--- config.mk ---
export PLATFORM = sky130hd
export DESIGN_NAME = arlet6502_bus_arbiter
export DESIGN_NICKNAME = d
export VERILOG_FILES = /design/src/rtl/arlet6502_bus_arbiter.sv
export SDC_FILE = /design/constraint.sdc
export NUM_CORES = 1
export LEC_CHECK = 0
export CAP_MARGIN = 20
export CORE_ASPECT_RATIO = 0.8
export CORE_MARGIN = 5
export CORE_UTILIZATION = 32
export CTS_BUF_LIST = sky130_fd_sc_hd__clkbuf_16
export CTS_CLUSTER_SIZE = 14
export DETAILED_ROUTE_END_ITERATION = 6
export PLACE_DENSITY = 0.77
export RECOVER_POWER = 25
export SYNTH_ARGS = -nofsm -noshare
export SYNTH_HDL_FRONTEND = slang
export SYNTH_SLANG_ARGS = --single-unit
export TNS_END_PERCENT = 50
--- constraint.sdc ---
create_clock -name clk -period 1.6 [get_ports clk]
set_input_delay 0.16 -clock clk [delete_from_list [all_inputs] [get_ports clk]]
set_output_delay 0.16 -clock clk [all_outputs]
set_load 0.005 [all_outputs]
--- src/rtl/arlet6502_bus_arbiter.sv ---
// Memory-cycle arbiter between the arlet6502 core and a DMA/loader port on one synchronous RAM.
// Optional ARB_STALL_CNT_EN adds a saturating count of CPU stall cycles on output stall_cnt.
module arlet6502_bus_arbiter #(
  parameter int ADDR_W    = 16,
  parameter int DATA_W    = 8,
  parameter int MAX_BURST = 16
) (
  input  logic              clk,
  input  logic              reset,
  input  logic [ADDR_W-1:0] cpu_a,
  input  logic [DATA_W-1:0] cpu_do,
  input  logic              cpu_we,
  output logic [DATA_W-1:0] cpu_di,
  output logic              cpu_rdy,
  input  logic              dma_req,
  input  logic              dma_we,
  input  logic [ADDR_W-1:0] dma_a,
  input  logic [DATA_W-1:0] dma_wdata,
  output logic              dma_gnt,
  output logic [DATA_W-1:0] dma_rdata,
  output logic              dma_rvalid,
  output logic [ADDR_W-1:0] mem_a,
  output logic [DATA_W-1:0] mem_wdata,
  output logic              mem_we,
`ifdef ARB_STALL_CNT_EN
  output logic [15:0]       stall_cnt,
`endif
  input  logic [DATA_W-1:0] mem_rdata
);

  localparam int CNT_W = $clog2(MAX_BURST + 1);

  typedef enum logic [1:0] {S_CPU, S_DMA, S_RESTORE} state_t;

  state_t            state_q, state_d;
  logic              cpu_rdy_q, cpu_rdy_d;
  logic              dma_gnt_q, dma_gnt_d;
  logic [CNT_W-1:0]  cnt_q, cnt_d;
  logic              dma_rvalid_q, dma_rvalid_d;
  logic [DATA_W-1:0] dma_rdata_q, dma_rdata_d;
  logic [DATA_W-1:0] held_q, held_d;
  logic              cpu_rd_q, cpu_rd_d;

  always_comb begin
    mem_a     = cpu_a;
    mem_wdata = cpu_do;
    mem_we    = cpu_we;
    case (state_q)
      S_DMA: begin
        mem_a     = dma_a;
        mem_wdata = dma_wdata;
        mem_we    = dma_req & dma_we;
      end
      S_RESTORE: mem_we = 1'b0;
      default: ;
    endcase
  end

  always_comb begin
    state_d = state_q;
    cnt_d   = cnt_q;
    case (state_q)
      S_CPU: begin
        // The core ignores rdy during writes, so a grant waits for a read cycle.
        if (dma_req && !cpu_we && cpu_rdy_q) begin
          state_d = S_DMA;
          cnt_d   = '0;
        end
      end
      S_DMA: begin
        if (!dma_req) begin
          state_d = S_RESTORE;
        end else begin
          cnt_d = cnt_q + CNT_W'(1);
          if (cnt_d == CNT_W'(MAX_BURST)) state_d = S_RESTORE;
        end
      end
      default: state_d = S_CPU;
    endcase
  end

  always_comb begin
    cpu_rdy_d    = (state_d == S_CPU);
    dma_gnt_d    = (state_d == S_DMA);
    cpu_rd_d     = ((state_q == S_CPU) && !cpu_we) || (state_q == S_RESTORE);
    dma_rvalid_d = (state_q == S_DMA) && dma_req && !dma_we;
    held_d       = cpu_rd_q ? mem_rdata : held_q;
    dma_rdata_d  = dma_rvalid_q ? mem_rdata : dma_rdata_q;
  end

  // Read data is live from the RAM in the cycle after a read, otherwise the captured copy.
  assign cpu_di     = cpu_rd_q ? mem_rdata : held_q;
  assign dma_rdata  = dma_rvalid_q ? mem_rdata : dma_rdata_q;
  assign dma_rvalid = dma_rvalid_q;
  assign cpu_rdy    = cpu_rdy_q;
  assign dma_gnt    = dma_gnt_q;

  always_ff @(posedge clk) begin
    if (reset) begin
      state_q      <= S_CPU;
      cpu_rdy_q    <= 1'b1;
      dma_gnt_q    <= 1'b0;
      cnt_q        <= '0;
      dma_rvalid_q <= 1'b0;
      dma_rdata_q  <= '0;
      held_q       <= DATA_W'(8'hEA);
      cpu_rd_q     <= 1'b0;
    end else begin
      state_q      <= state_d;
      cpu_rdy_q    <= cpu_rdy_d;
      dma_gnt_q    <= dma_gnt_d;
      cnt_q        <= cnt_d;
      dma_rvalid_q <= dma_rvalid_d;
      dma_rdata_q  <= dma_rdata_d;
      held_q       <= held_d;
      cpu_rd_q     <= cpu_rd_d;
    end
  end

`ifdef ARB_STALL_CNT_EN
  logic [15:0] stall_cnt_q, stall_cnt_d;

  always_comb begin
    stall_cnt_d = stall_cnt_q;
    if (!cpu_rdy_q && (stall_cnt_q != 16'hFFFF)) stall_cnt_d = stall_cnt_q + 16'd1;
  end

  always_ff @(posedge clk) begin
    if (reset) stall_cnt_q <= '0;
    else       stall_cnt_q <= stall_cnt_d;
  end

  assign stall_cnt = stall_cnt_q;
`endif

endmodule
==> reports/summary.txt <==
most common cell after layout, fill and taps aside -> clkdlybuf4s50_1
synthesized flop and latch total -> 27
failing checks -> setup timing
Worst Skew -> 0.00514 ns
area delta synth->final -> 106%
crit path DAT -> 1.51 ns
pin count of the biggest net entering global routing -> 18
PD cells -> 651 nW/µm²
hold slack -> 0.495 ns
fin crit share -> 1.05
vias in the first global route -> 1,680
endpoints failing setup -> 19
drt drc -> 0
worst setup path class -> flip-flop to primary output
outcome -> finished, violations left
Critical Path, Cell by Cell -> inv_2, ha_4, buf_12, buf_12, mux2_4, buf_6
Die Height -> 71.2 µm
die area -> 6160 µm²
Synth Net Count -> 213
Seq/Total Area, Yosys -> 0.361
wire length of the first global-routing pass -> 8850 µm
max cap viols -> 0
nets -> 344
peak fanout along the critical path -> 7
fin area -> 3080 µm²
ratio of cells with drive above 1 in the final layout -> 0.378
clock tree buffer depth -> 2
Primary FF master, synth -> dfxtp_1
Initial DRT Pass Iterations -> 4
yosys synthesis warning count -> 0
via count -> 1,582
clk root buf -> clkbuf_16
num rows -> 22
top-level port count -> 105
Total GRT Usage -> 0.182
Area after DPL -> 2760 µm²
core footprint -> 4570 µm²
Worst Setup End Kind -> primary output
Worst Slack Setup Final -> -0.0731 ns
Post-Syn Area -> 1500 µm²
DR iter-0 viols -> 60
Final Slew Violations -> 0
Critical Path RT -> 1.44 ns
Die X -> 86.5 µm
Worst Hold Class -> input port to flip-flop
most frequent cells in the layout -> 63 x clkdlybuf4s50_1, 25 x dfxtp_1, 25 x buf_6
Async S/R FF share, synth -> 0
crit path time final -> 1.67 ns
initial antenna violation count -> 0
# diodes -> 0
GRT overflow -> 0
clock latency on the worst-skew pair -> 0.26 ns
# hold bufs at CTS -> 0
Worst Tran Pin Value -> 0.438 ns
number of synthesized flops with an enable pin -> 0
max_slew headroom -> 0.708
Post-DRT Antenna Nets -> 0
mean post-synth cell area -> 10.1 µm²
starting density of the core -> 0.328
clock sinks -> 27
CTS Buf Count -> 3
Lkg Pwr -> 1.35 nW
post-DR vias/cell -> 4.68
routability cong. -> 0.901
fmax -> 598 MHz
RSZ-0062 raised after global routing -> yes
unique cell type count in the Yosys netlist -> 33
peak per-stage delay on the critical path -> 0.34 ns
Final HPWL DP -> 4120 µm
CP max stage cell -> dfxtp_2
peak supply drop -> 0.000483 V
Reg clk slew, reported paths -> 0.07 ns
Hold Vio Cnt, Final -> 0
count of input and output buffers -> 104
H-tree levels -> 1
final setup TNS -> -0.916 ns
Worst setup SP type -> flip-flop
synthesized instance count -> 148
TritonCTS clock tree -> built
routed wire length -> 5760 µm
wire per inst -> 17.0 µm
cell mode on critical path -> buf_12
==> through the flow <==
step,power [W],cells,worst slack (ns),utilization
2_1_floorplan,0.000923,148,0.124,-
3_3_place_gp,0.00133,324,-0.114,0.604
3_5_place_dp,0.00134,324,-0.183,0.604
4_1_cts,0.00196,336,-0.108,0.657
5_1_grt,0.00209,338,-0.118,0.674
6_report,0.00201,338,-0.0731,0.674
==> worst max-delay path: cells and delay by family (launching register included) <==
kind / cells / cell delay [ns]
adder cells (fa/ha/maj): 1 / 0.17
buffers and inverters: 4 / 0.43
flip-flops: 1 / 0.34
multiplexers: 1 / 0.31
==> cell usage after synthesis, types with 2 or more instances <==
cell type | number | area share
a31oi_1 | 2 | 0.0083
mux2_1 | 12 | 0.090
nand2_1 | 8 | 0.020
nand2b_1 | 6 | 0.025
nor2b_1 | 4 | 0.017
and3b_1 | 2 | 0.012
nor2_1 | 6 | 0.015
dfxtp_1 | 27 | 0.36
buf_2 | 4 | 0.013
a21oi_1 | 5 | 0.017
ha_1 | 4 | 0.033
nand3_1 | 4 | 0.013
mux2_2 | 28 | 0.21
clkbuf_1 | 2 | 0.0050
and2_1 | 11 | 0.046
inv_1 | 6 | 0.015
==> final timing paths <==
check / cells past startpoint / end / startpoint / slack, ns
setup reg to reg: 8 / cpu_rdy$_SDFF_PP1_ / state_q[1]$_SDFF_PP0_ / 0.03
setup / recovery: 6 / mem_a[2] / state_q[1]$_SDFF_PP0_ / -0.07
hold / removal: 2 / dma_rvalid$_SDFF_PP0_ / dma_we / 0.49
hold reg to reg: 2 / cnt_q[4]$_SDFFE_PP0P_ / cnt_q[4]$_SDFFE_PP0P_ / 0.53
==> layout make-up <==
| type | instances | area [µm²] |
|---|---|---|
| multi-input combinational | 108 | 1030 |
| tap | 60 | 75.1 |
| fill | 381 | 1490 |
| inverter | 6 | 22.5 |
| clock inverter | 1 | 3.75 |
| sequential | 27 | 543 |
| timing repair buffer | 133 | 1330 |
| clock buffer | 3 | 75.1 |
==> repair_timing <==
item                                    CTS  global route
gates cloned                              0             0
endpoints found under the setup margin   43            33
resized for setup                       154            26
pin swaps                                 1            10
buffers inserted                          8             4
==> state kept, by name, indices dropped and copies added, names as in the netlist <==
register,cells
dma_rdata_q,8
held_q,8
cnt_q,5
state_q,2
cpu_rd_q,1
cpu_rdy,1
dma_gnt,1
dma_rvalid,1
==> logic make-up (layout without fill, tap and decap cells) <==
| family | Yosys count | after routing | share of synthesized area |
|---|---|---|---|
| multiplexers | 41 | 41 | 0.307 |
| adder cells (fa/ha/maj) | 4 | 4 | 0.0334 |
| flip-flops | 27 | 27 | 0.361 |
| AND/OR/NAND/NOR | 43 | 43 | 0.158 |
| buffers and inverters | 13 | 143 | 0.0384 |
| AO/OA/AOI/OAI | 20 | 20 | 0.103 |
==> where the power goes <==
part | leakage, nW | internal, W | switching, W
clock | 0.0423 | 0.000334 | 0.000223
sequential | 0.220 | 0.000697 | 0.0000121
combinational | 1.09 | 0.000491 | 0.000248
total | 1.35 | 0.00152 | 0.000483
==> metal layers <==
layer / GRT usage / vias up / routed length [µm] / part of all wire
met5: 0 / - / 0 / 0
met4: 0.0260 / 0 / 35 / 0.0061
met3: 0.0276 / 5 / 176 / 0.031
met2: 0.330 / 27 / 3090 / 0.54
met1: 0.233 / 773 / 2460 / 0.43
li1: - / 777 / - / -
No activity file was read; power rests on OpenSTA's default activity.
